`src/rtl/fsa_scan_ctl.sv`:
```
// fsa_scan_ctl: sequences readout of one fsa result-buffer read port.
// Each scan locks a buffer (r_sof), reads rows 0..height-1 and emits them
// as one AXI-Stream packet (tuser on first beat, tlast on last).
// Scans start from a programmable period timer or an external trigger.
// Optional build macro FSA_SCAN_CTL_ROWIDX_EN: prefixes each beat's tdata
// with the row index (tdata = {row, r_data}).
module fsa_scan_ctl #(
    parameter int C_IMG_HW   = 12,
    parameter int BR_AW      = 12,
    parameter int BR_DW      = 32,
    parameter int C_PERIOD_W = 16
) (
    input  logic                  clk,
    input  logic                  reset,
    input  logic [C_IMG_HW-1:0]   height,
    input  logic [C_PERIOD_W-1:0] period,
    input  logic                  trigger,
    output logic                  r_sof,
    output logic                  r_en,
    output logic [BR_AW-1:0]      r_addr,
    input  logic [BR_DW-1:0]      r_data,
    output logic                  m_axis_fsync,
    output logic                  m_axis_tvalid,
`ifdef FSA_SCAN_CTL_ROWIDX_EN
    output logic [C_IMG_HW+BR_DW-1:0] m_axis_tdata,
`else
    output logic [BR_DW-1:0]      m_axis_tdata,
`endif
    output logic                  m_axis_tuser,
    output logic                  m_axis_tlast,
    input  logic                  m_axis_tready,
    output logic                  busy,
    output logic                  overrun
);

`ifdef FSA_SCAN_CTL_ROWIDX_EN
    localparam int TD_W = C_IMG_HW + BR_DW;
`else
    localparam int TD_W = BR_DW;
`endif

    typedef enum logic [1:0] {S_IDLE, S_START, S_READ, S_DRAIN} state_t;

    typedef struct packed {
        logic [TD_W-1:0] data;
        logic            user;
        logic            last;
    } beat_t;

    state_t                r_state, w_state_nxt;
    logic [C_PERIOD_W-1:0] r_timer;
    logic                  w_wrap, w_req, w_consume;
    logic                  r_pending, r_overrun;
    logic [C_IMG_HW-1:0]   r_hgt, r_row, r_rd_row;
    logic                  r_rd_vld;
    beat_t                 r_fifo [2];
    logic                  r_wptr, r_rptr;
    logic [1:0]            r_cnt;
    logic                  w_push, w_pop;
    logic [1:0]            w_occ;
    logic                  w_room;
    logic                  w_last_issue;
    logic                  w_sof, w_en, w_busy;
    beat_t                 w_beat;

    // A period at or below the current count wraps at once, so a shortened
    // period takes effect without waiting for a full rollover.
    assign w_wrap    = (period != '0) && (r_timer >= period - C_PERIOD_W'(1));
    assign w_req     = w_wrap | trigger;
    assign w_consume = (r_state == S_START);

    // Free-running period timer; held at zero while disabled.
    always_ff @(posedge clk) begin
        if (reset)               r_timer <= '0;
        else if (period == '0)   r_timer <= '0;
        else if (w_wrap)         r_timer <= '0;
        else                     r_timer <= r_timer + C_PERIOD_W'(1);
    end

    // One-deep request latch plus sticky overrun on a dropped request.
    always_ff @(posedge clk) begin
        if (reset) begin
            r_pending <= 1'b0;
            r_overrun <= 1'b0;
        end else begin
            if (w_req)          r_pending <= 1'b1;
            else if (w_consume) r_pending <= 1'b0;
            if (w_req && r_pending && !w_consume) r_overrun <= 1'b1;
        end
    end

    // Pop frees its slot in the same cycle, so the read credit counts the
    // post-pop occupancy; this keeps 1 beat/cycle with tready held high.
    assign w_pop  = (r_cnt != 2'd0) && m_axis_tready;
    assign w_push = r_rd_vld;
    assign w_occ  = r_cnt - {1'b0, w_pop};
    assign w_room = ({1'b0, w_occ} + {2'b00, r_rd_vld}) < 3'd2;
    assign w_last_issue = (r_row == r_hgt - C_IMG_HW'(1));

    // Scan FSM state register.
    always_ff @(posedge clk) begin
        if (reset) r_state <= S_IDLE;
        else       r_state <= w_state_nxt;
    end

    // Scan FSM next state and strobes.
    always_comb begin
        w_state_nxt = r_state;
        w_sof       = 1'b0;
        w_en        = 1'b0;
        w_busy      = 1'b1;
        case (r_state)
            S_IDLE: begin
                w_busy = 1'b0;
                if (r_pending) w_state_nxt = S_START;
            end
            S_START: begin
                w_sof       = 1'b1;
                w_state_nxt = (height == '0) ? S_IDLE : S_READ;
            end
            S_READ: begin
                if (w_room) begin
                    w_en = 1'b1;
                    if (w_last_issue) w_state_nxt = S_DRAIN;
                end
            end
            S_DRAIN: begin
                if (w_occ == 2'd0 && !r_rd_vld) w_state_nxt = S_IDLE;
            end
            default: w_state_nxt = S_IDLE;
        endcase
    end

    // Scan height latch and row address counter.
    always_ff @(posedge clk) begin
        if (reset) begin
            r_hgt <= '0;
            r_row <= '0;
        end else if (r_state == S_START) begin
            r_hgt <= height;
            r_row <= '0;
        end else if (w_en) begin
            r_row <= r_row + C_IMG_HW'(1);
        end
    end

    // One-cycle read latency tracker: r_data is valid the cycle after r_en.
    always_ff @(posedge clk) begin
        if (reset) begin
            r_rd_vld <= 1'b0;
            r_rd_row <= '0;
        end else begin
            r_rd_vld <= w_en;
            if (w_en) r_rd_row <= r_row;
        end
    end

`ifdef FSA_SCAN_CTL_ROWIDX_EN
    assign w_beat.data = {r_rd_row, r_data};
`else
    assign w_beat.data = r_data;
`endif
    assign w_beat.user = (r_rd_row == '0);
    assign w_beat.last = (r_rd_row == r_hgt - C_IMG_HW'(1));

    // Two-entry output FIFO; push and pop may coincide.
    always_ff @(posedge clk) begin
        if (reset) begin
            r_wptr <= 1'b0;
            r_rptr <= 1'b0;
            r_cnt  <= 2'd0;
            for (int i = 0; i < 2; i++) r_fifo[i] <= '0;
        end else begin
            if (w_push) begin
                r_fifo[r_wptr] <= w_beat;
                r_wptr         <= ~r_wptr;
            end
            if (w_pop) r_rptr <= ~r_rptr;
            r_cnt <= r_cnt + {1'b0, w_push} - {1'b0, w_pop};
        end
    end

    assign m_axis_tvalid = (r_cnt != 2'd0);
    assign m_axis_tdata  = r_fifo[r_rptr].data;
    assign m_axis_tuser  = m_axis_tvalid & r_fifo[r_rptr].user;
    assign m_axis_tlast  = m_axis_tvalid & r_fifo[r_rptr].last;

    assign r_sof        = w_sof;
    assign m_axis_fsync = w_sof;
    assign r_en         = w_en;
    assign r_addr       = BR_AW'(r_row);
    assign busy         = w_busy;
    assign overrun      = r_overrun;

endmodule

```
`config.mk`:
```
export PLATFORM = sky130hd
export DESIGN_NAME = fsa_scan_ctl
export DESIGN_NICKNAME = d
export VERILOG_FILES = /design/src/rtl/fsa_scan_ctl.sv
export SDC_FILE = /design/constraint.sdc
export NUM_CORES = 1
export LEC_CHECK = 0
export CAP_MARGIN = 20
export CORE_ASPECT_RATIO = 0.9
export CORE_MARGIN = 3
export CORE_UTILIZATION = 44
export DETAILED_ROUTE_END_ITERATION = 8
export DONT_BUFFER_PORTS = 1
export PLACE_DENSITY = 0.62
export SLEW_MARGIN = 25
export SYNTH_ARGS = -nofsm -noshare
export SYNTH_HDL_FRONTEND = slang
export SYNTH_SLANG_ARGS = --single-unit
```
`constraint.sdc`:
```
create_clock -name clk -period 10 [get_ports clk]
set_clock_uncertainty 0.05 [all_clocks]
set_input_delay 2 -clock clk [delete_from_list [all_inputs] [get_ports clk]]
set_output_delay 2 -clock clk [all_outputs]
set_load 0.1 [all_outputs]
```
After elaboration in Yosys (flattened, before gate mapping)
Memory sizes are Yosys's and may differ from the RTL's. A register that Yosys moved wholly into a read port is not among the register bits.
Cells that the tools add are included.

cells by class
  add/sub/neg operators = 8
  $lt $le $gt $ge = 2
  equal/unequal tests = 9
  muxes and demuxes = 22
  bitwise logic cells = 5
  reductions and logical operators = 19

operator list
  cell                     count
  $mux W34                 1
  $reduce_or A34 Y1        1
  $eq A12 B12 Y1           2
  $logic_not A12 Y1        2
  $add A16 B1 Y16 const B  1
  $ge A16 B16 Y1           1
  $logic_not A16 Y1        1
  $reduce_bool A16 Y1      1
  $sub A16 B1 Y16 const B  1
  $mux W1                  15
  $add A12 B1 Y12 const B  1
  $sub A12 B1 Y12 const B  1
  $mux W2                  5
  $ne A2 B2 Y1 const B     4
  $pmux W2 S4              1
  $logic_and A1 B1 Y1      5
  $eq A2 B2 Y1 const B     2
  $logic_not A2 Y1         2
  $reduce_and A4 Y1        1
  $reduce_bool A2 Y1       2
  $sub A2 B1 Y2            2
  $add A2 B1 Y3            1
  $lt A3 B2 Y1 const B     1
  $reduce_or A3 Y1         1
  7 further kinds          10

storage, ports and cells
  register bits = 61
  bits in writable memories = 68
  input bits = 64
  output and inout port bits = 52
  logic and storage cells = 77
  memories = 1

memories
  memory  depth  bits a word  rd ports  clocked after Yosys merged registers in  wr ports  line  text
  r_fifo  2      34           1         1                                        2         56    beat_t r_fifo [2];

Depth between registers and ports, before layout
Gate-level depths: netlist of the first run.

  word-level depth = 7
  mapped depth = 15
  depth with buffers taken out = 13

Worst setup path before layout of the first run
Ideal clock, no wire load.

  path kind = input to output
  start = input port m_axis_tready
  end = output port r_en
  arrival time = 4.143 ns
  data required time = 7.950 ns
  setup slack = 3.807 ns
  stages = 7
  path buffers = 2
  path through = nor2b_1 -> ha_1 -> xor2_1 -> or3_1 -> clkbuf_1 -> inv_2 -> buf_1

on the way
  longest elaborated chain between the ends = 6

RTL lines
  what                 line  text
  start, declared      31    input logic m_axis_tready,
  $logic_and A1 B1 Y1  94    assign w_pop = (r_cnt != 2'd0) && m_axis_tready;
  $sub A2 B1 Y2        96    assign w_occ = r_cnt - {1'b0, w_pop};
  $add A2 B1 Y3        97    assign w_room = ({1'b0, w_occ} + {2'b00, r_rd_vld}) < 3'd2;
  $lt A3 B2 Y1         97
  $mux W1              122   if (w_room) begin
  $mux W1              112   case (r_state)
  end, declared        19    output logic r_en,

Every way passes these cells.

Worst setup path after layout of the first run
Ends and elaborated chain as after synthesis.

==> impl_metrics.toml, run 1 <==
[clocking]
cts.sinks = 130
holdBufCountCts = 0
htreeDepth = 4
tritoncts = "yes"
cts_root_buffer = "clkbuf_16"
cts_made_buffers = 17
post_cts_resize_count = 0
postCtsSetupBuffers = 0
cts_buffer_depth = 2
clk_latency_ns = 0.41
path_clk_slew_ns = 0.05

[min_path]
min_path_type = "reg -> reg"
worstHoldPathCells = 2
min-delay-start = "r_rd_row[0]"
hold_path_end = "r_rd_row[0]"

[logic_synthesis]
yosys.area.top_type = "edfxtp_1"
synth_area_leaders = "edfxtp_1 (30%), dfxtp_1 (18%), and2_1 (5.9%), mux2_2 (5.3%), xnor2_1 (5.0%)"
syn-cell-area_um2 = 6833
synth_top_area_share_pct = 29.88
syn_avg_cell_area_um2 = 10.08
synth.distinct_cells = 60
synth-seq-cells = 130
synthesis.nets = 765
yosys_warnings = 0
synthFlopType = "edfxtp_1"
netlist_instances = 678
synth-edff-count = 68
async_flop_share_pct = 0
synth-seq-area-share_pct = 48.05

[layout]
regArea_um2 = 3287
fill_cells = 1345
multi_input_area_um2 = 3314
drive_above_1_share_pct = 13.18
finalNetCount = 758
utilization_pct = 50.65
antenna_cells = 0
area_growth_pct = 11.02

[die]
coreArea_um2 = 14980
die_h_um = 124.2
die_x_um = 137.4
ioPinCount = 116
initial_core_util_pct = 45.62
dieArea_um2 = 17060
rows = 42

[critical_path]
worst_path_max_delay_cell = "inv_2"
r2r_cells = 9
worstReg2RegStart = "r_cnt[1]"
crit_family = "simple AND/OR/NAND/NOR gates"
endpoint_kind = "primary output"
arrival_ns = 3.80
path_buf_inv = 1
cp_cell_sequence = "nor2b_1, ha_1, xor2_1, or3_1, inv_2"
r2r_slack_ns = 6.35
r2r-end = "r_addr[7]"
crit_required_ns = 7.95
worst-setup-path-type = "in -> out"
crit_path_start_kind = "input port"
crit_fanout = 19
max_stage_delay_ns = 0.65

[outcome]
status = "complete, no violations"

[drt]
drc_errors = 0
vias = 4853
drtIter0Drc = 255
viasPerCell = 5.509
ant_nets = 0
wl_per_cell_um = 17.05
drt-total-wl_um = 15020
first_pass_iters = 4

[timing]
max_slew_margin_pct = 29.56
rsz0062_at_grt = "false"
drv_slew = 0
finalSetupTns_ns = 0
hold_violations = 0
setup_viol_count_final = 0
finalCritPeriodShare_pct = 58.48
post-route-min-period_ns = 5.848
max_clock_freq_ghz = 0.1710
worst_pin_slew_ns = 1.055

[grt]
grt_max_degree = 37
grt_pass1_wl_um = 23790
track_usage_pct = 17.73
grt_antenna_before_repair = 0
grt_pass1_vias = 4820
overflow = 0

[pwr]
p_leak_nw = 2.853
vdd.ir_drop.worst_uv = 160.9
p_per_area_nw_per_um2 = 252.9

[placed_design]
hpwl_um = 10690
gp_congestion = 0.8559
io_buffers = 0

[job]
max_cap_violations = 0
## cell type report
| class | count | share of cell area [%] |
|---|---|---|
| Clock buffer | 19 | 5.707 |
| Clock inverter | 12 | 1.781 |
| Inverter | 21 | 1.039 |
| Multi-Input combinational cell | 489 | 43.69 |
| Sequential cell | 130 | 43.33 |
| Tap cell | 198 | 3.266 |
| Timing Repair Buffer | 12 | 1.188 |
## cells by family after synthesis
group           Yosys count  synth area share [%]
fa+ha+maj                23                 4.212
simple gates            284                 21.83
flops                   130                 48.05
mux                      36                 5.860
compound gates           77                 7.160
xor+xnor                 69                 9.064
buf+inv                  59                 3.827
## tightest hold or removal path: cells and delay by family, from the launching register on
kind | cells | cell delay [ns]
AOI/OAI and AO/OA | 1 | 0.06
DFF | 1 | 0.33
and+or+nand+nor | 1 | 0.06
## cell usage in the layout (no fill, tap or decap), drive strengths merged, types with 5 or more instances in the layout
cell    Yosys  layout
xor2       29      29
clkinv      0       5
dfxtp      62      62
nor2       38      38
o21ai       8       8
and2       64      64
inv        21      23
buf        11      12
a211oi      5       5
nand4      10      10
nand2      77      77
xnor2      39      39
nor4       16      16
ha         23      23
a21oi      36      36
nor3       28      28
clkbuf     27      19
nor2b       5       5
nand3      15      15
edfxtp     68      68
mux2       32      32
and3       10      10
## state kept, by name, summed over array words and instances, names as in the netlist, 2 cells and up, named ones only
register / cells
r_fifo: 68
r_timer: 16
r_addr: 12
r_hgt: 12
r_rd_row: 12
r_cnt: 2
## cell usage after synthesis, drive strengths merged (8+ instances only)
cell type	number
o21ai	8
a21oi	36
nor4	16
and3	10
nand3	15
inv	21
and2	64
xnor2	39
xor2	29
nand2	77
edfxtp	68
ha	23
nor2	38
nor3	28
nand4	10
clkbuf	27
buf	11
mux2	32
dfxtp	62
## where the power goes
group / switching, mW / internal, mW
Clock: 0.227 / 0.366
Sequential: 0.0319 / 0.602
Combinational: 0.542 / 0.150
Total: 0.801 / 1.12
## metrics by stage
step | setup WS, ns | std cells | hold WS, ns | power (mW) | instance area [µm²]
after global placement | 4.225 | 850 | 0.4331 | 1.324 | 6993
final | 4.152 | 881 | 0.4543 | 1.919 | 7586
after global routing | 4.050 | 881 | 0.4770 | 1.995 | 7586
after floorplan | 3.807 | 678 | 0.4107 | 1.271 | 6833
after detailed placement | 4.162 | 850 | 0.4384 | 1.335 | 7002
after CTS | 4.156 | 881 | 0.4523 | 1.932 | 7570
## metal layers
metal / up-vias / GRT usage (%) / wire length [µm]
met5: - / 0 / 0
met4: 0 / 5.634 / 194
met3: 12 / 6.877 / 1453
met2: 170 / 27.72 / 6727
met1: 2296 / 22.55 / 6645
li1: 2375 / - / -
## worst max-delay path by stage
stage / start / to / slack (ns) / cells past startpoint
floorplan: m_axis_tready / r_en / 3.81 / 7
global placement: m_axis_tready / r_en / 4.23 / 5
detailed placement: m_axis_tready / r_en / 4.16 / 5
CTS: m_axis_tready / r_en / 4.16 / 5
global route: m_axis_tready / r_en / 4.05 / 5
finish: m_axis_tready / r_en / 4.15 / 5
Note: power is estimated with default switching activity, not from simulation.
==> run 2: changes to the inputs <==
clock period = 5.7 ns   (was 10 ns; I/O delays follow)
==> run 2 against run 1 <==
Critical path depth stayed put. Final area shrank 0.69%. Clock power increased by 68%. Sequential share of layout area grew 0.30 points. Sequential cell count unchanged. Worst setup slack worse by 2.6 ns. Global-route usage is 0.48 points higher. Via count down 0.43%. Routed wire length is 1.3% higher. Non-clock buffer count shrank 1. Count of clock-buffer cells in the layout fell by 2. Critical endpoint unchanged.
==> impl_metrics.toml, run 2 (same netlist as run 1, synthesis figures left out) <==
[outcome]
status = "complete, no violations"

[layout]
final_cell_mix = "nand2_1 (76), edfxtp_1 (68), and2_1 (64)"
finalNetCount = 757
antenna_cells = 0
regMostFlops = "r_fifo"
largestRegisters = "r_fifo (68), r_timer (16)"
regArea_um2 = 3287
area_growth_pct = 10.25
multi_input_area_um2 = 3296
largest_reg_flops = 68
final_cells = 879
drive_above_1_share_pct = 13.22
fill_cells = 1391
final_common_cell = "nand2_1"

[critical_path]
arrival_ns = 2.95
crit_path_start_kind = "input port"
r2r_slack_ns = 2.12
crit_required_ns = 4.51
r2r-end = "r_addr[7]"
worstReg2RegStart = "r_cnt[1]"
crit_fanout = 19
worst-setup-path-type = "in -> out"
r2r_cells = 9
endpoint_kind = "primary output"

[timing]
setup_viol_count_final = 0
worst_pin_slew_ns = 1.113
max_slew_margin_pct = 25.72
post-route-min-period_ns = 4.136
finalSetupTns_ns = 0
fin_ws_ns = 1.564
max_clock_freq_ghz = 0.2418
drv_slew = 0
hold_violations = 0
finalCritPeriodShare_pct = 72.55
rsz0062_at_grt = "false"

[placed_design]
gp_congestion = 0.8695
io_buffers = 0
hpwl_um = 10730
dp_cells = 849
dp_worst_setup_slack_ns = 1.356

[clocking]
post_cts_resize_count = 0
cts_buffer_depth = 2
cts_root_buffer = "clkbuf_16"
postCtsSetupBuffers = 0
cts_made_buffers = 17
htreeDepth = 4
path_clk_slew_ns = 0.05
clk_latency_ns = 0.41
cts.sinks = 130
holdBufCountCts = 0
tritoncts = "yes"

[job]
max_cap_violations = 0

[min_path]
hold_path_end = "r_rd_row[11]"
min-delay-start = "r_rd_row[11]"
min_path_type = "reg -> reg"
worstHoldPathCells = 2

[die]
coreArea_um2 = 14980
ioPinCount = 116
rows = 42
die_h_um = 124.2
initial_core_util_pct = 45.62
die_x_um = 137.4
dieArea_um2 = 17060

[drt]
drc_errors = 0
viasPerCell = 5.497
drtIter0Drc = 294
first_pass_iters = 4
drt-total-wl_um = 15220
vias = 4832
ant_nets = 0
wl_per_cell_um = 17.31

[pwr]
vdd.ir_drop.worst_uv = 271.0
p_leak_nw = 2.825
p_per_area_nw_per_um2 = 439.9
total_power_mw = 3.314

[grt]
track_usage_pct = 18.21
grt_antenna_before_repair = 0
grt_pass1_vias = 4813
overflow = 0
grt_max_degree = 37
grt_pass1_wl_um = 24530
==> run 2: changes by cell type in the layout (fill, tap and decap cells not counted), sizes merged <==
cell,previous run,this run
inv,23,22
clkbuf,19,17
clkinv,5,6
buf,12,11
bufinv,2,1
clkinvlp,3,5
==> run 2: layout make-up <==
type | instances | share of cell area (%)
Tap cell | 198 | 3.288
Clock buffer | 17 | 5.647
Sequential cell | 130 | 43.63
Clock inverter | 13 | 1.545
Inverter | 21 | 1.046
Multi-Input combinational cell | 489 | 43.75
Timing Repair Buffer | 11 | 1.096
==> run 2: power breakdown <==
group	total (mW)	leakage (nW)	switching [mW]	internal [mW]
Combinational	1.19	1.37	0.932	0.260
Clock	0.994	0.251	0.402	0.593
Sequential	1.13	1.21	0.0722	1.06
Total	3.31	2.82	1.41	1.91
==> run 2: how the worst max path moves through the flow <==
stage / cells after the start / end / slack, ns / start
after global routing: 6 / r_en / 1.42 / r_cnt[1]
after CTS: 5 / r_en / 1.56 / m_axis_tready
final: 5 / r_en / 1.56 / m_axis_tready
after detailed placement: 13 / overrun / 1.36 / period[0]
after global placement: 13 / overrun / 1.59 / period[0]
after floorplan: 7 / r_en / 1.23 / m_axis_tready
==> run 2: worst max-delay path, cell delays in order <==
cell,delay (ns)
nor2b_1,0.13
ha_1,0.22
xor2_1,0.17
or3_1,0.59
inv_2,0.67
==> run 2: routing by layer <==
metal,global-route usage (%),up-vias,share of wire (%)
li1,-,2369,-
met1,24.28,2315,46
met2,27.78,135,45
met3,6.351,13,7.7
met4,5.634,0,1.3
met5,0,-,0
==> run 2: per-stage QoR <==
stage               util, %  hold slack [ns]  instance area, µm²
finish                50.30           0.4348                7533
global route          50.30           0.4714                7533
CTS                   50.28           0.4360                7531
detailed placement    46.67           0.4264                6989
global placement      46.64           0.4207                6985
floorplan                 -           0.4107                6833
==> run 3: changes to the inputs <==
clock period = 4.2 ns   (was 5.7 ns; I/O delays follow)
==> run 3 against run 2 <==
Clock power up 27%. Critical path depth rose by 2. Final area up 0.70%. Critical path type is now reg -> out. Utilization increased by 0.35 points. Register-to-register slack got worse by 0.99 ns. Critical endpoint unchanged.
==> impl_metrics.toml, run 3 (same netlist as run 1, synthesis figures left out) <==
[clocking]
cts_made_buffers = 17
clk_latency_ns = 0.41
htreeDepth = 4
cts_buffer_depth = 2
tritoncts = "yes"
cts.sinks = 130
path_clk_slew_ns = 0.06
holdBufCountCts = 0
cts_root_buffer = "clkbuf_16"
postCtsSetupBuffers = 0
post_cts_resize_count = 0

[die]
ioPinCount = 116
initial_core_util_pct = 45.62
rows = 42
die_x_um = 137.4
die_h_um = 124.2
dieArea_um2 = 17060
coreArea_um2 = 14980

[pwr]
p_clk_share_pct = 28.3
p_leak_nw = 2.865
p_seq_share_pct = 34.0
combPwrFrac_pct = 37.7
p_per_area_nw_per_um2 = 584.8
vdd.ir_drop.worst_uv = 338.7
p_int_mw = 2.548
switching_share_pct = 42.56
total_power_mw = 4.437
p_sw_mw = 1.888

[placed_design]
postPlaceCellArea_um2 = 7081
hpwl_um = 10730
dp_worst_setup_slack_ns = 0.4654
gp_congestion = 0.8360
io_buffers = 0
dp_cells = 860

[critical_path]
arrival_ns = 2.71
crit_path_start_kind = "flop"
crit_required_ns = 3.31
crit_fanout = 15
endpoint_kind = "primary output"
worst-setup-path-type = "reg -> out"

[grt]
grt_max_degree = 37
overflow = 0
track_usage_pct = 18.00
grt_pass1_wl_um = 24290
grt_antenna_before_repair = 0
grt_pass1_vias = 4810

[timing]
fin_ws_ns = 0.5972
hold_violations = 0
drv_slew = 0
post-route-min-period_ns = 3.603
max_slew_margin_pct = 29.39
finalCritPeriodShare_pct = 85.78
max_clock_freq_ghz = 0.2776
rsz0062_at_grt = "false"
setup_viol_count_final = 0
hold_ws_ns = 0.4345
worst_pin_slew_ns = 1.058
finalSetupTns_ns = 0

[drt]
drt-total-wl_um = 14990
drc_errors = 0
ant_nets = 0
drtIter0Drc = 209
viasPerCell = 5.443
vias = 4850
wl_per_cell_um = 16.82
first_pass_iters = 4

[layout]
utilization_pct = 50.65
final_cell_mix = "nand2_1 (76), edfxtp_1 (68), and2_1 (64)"
area_growth_pct = 11.02
largestRegisters = "r_fifo (68), r_timer (16)"
fill_cells = 1388
final_common_cell = "nand2_1"
final_cell_area_um2 = 7586
antenna_cells = 0
final_cells = 891
largest_reg_flops = 68
drive_above_1_share_pct = 13.42
finalNetCount = 768
regMostFlops = "r_fifo"

[outcome]
status = "complete, no violations"

[min_path]
min_path_type = "reg -> reg"

[job]
max_cap_violations = 0
[run 3: final cells by class]
type / count / area [µm²] / share of cell area, %
Tap cell: 198 / 247.7 / 3.266
Inverter: 21 / 78.83 / 1.039
Timing Repair Buffer: 22 / 177.7 / 2.342
Clock inverter: 11 / 67.56 / 0.8906
Clock buffer: 20 / 436.7 / 5.756
Sequential cell: 130 / 3283 / 43.28
Multi-Input combinational cell: 489 / 3294 / 43.43
[run 3: power groups by stage]
stage | combinational, mW | clock, mW | sequential, mW
2_1_floorplan | 1.50 | 0 | 1.52
3_3_place_gp | 1.65 | 0 | 1.53
3_5_place_dp | 1.68 | 0 | 1.53
4_1_cts | 1.68 | 1.29 | 1.51
5_1_grt | 1.77 | 1.35 | 1.52
6_report | 1.67 | 1.26 | 1.51
[run 3: worst paths after layout]
check,from,end,slack (ns),depth (start not counted)
hold reg to reg,r_rd_row[8],r_rd_row[8],0.43,2
setup / recovery,r_cnt[1],r_en,0.60,7
setup reg to reg,r_cnt[1],r_addr[7],1.13,9
hold / removal,r_rd_row[8],r_rd_row[8],0.43,2
[run 3: critical path, stage by stage (launching register included)]
cell     delay (ns)
dfxtp_1        0.32
nor2_1         0.31
nor2b_1        0.13
ha_1           0.21
xor2_1         0.18
or3_1          0.61
inv_2          0.33
buf_12         0.22
[run 3: routing by layer]
layer | GRT usage (%) | up-vias | wire length, µm
met5 | 0 | - | 0
met4 | 5.106 | 0 | 179
met3 | 6.715 | 11 | 1344
met2 | 28.61 | 146 | 6952
met1 | 22.91 | 2309 | 6515
li1 | - | 2384 | -
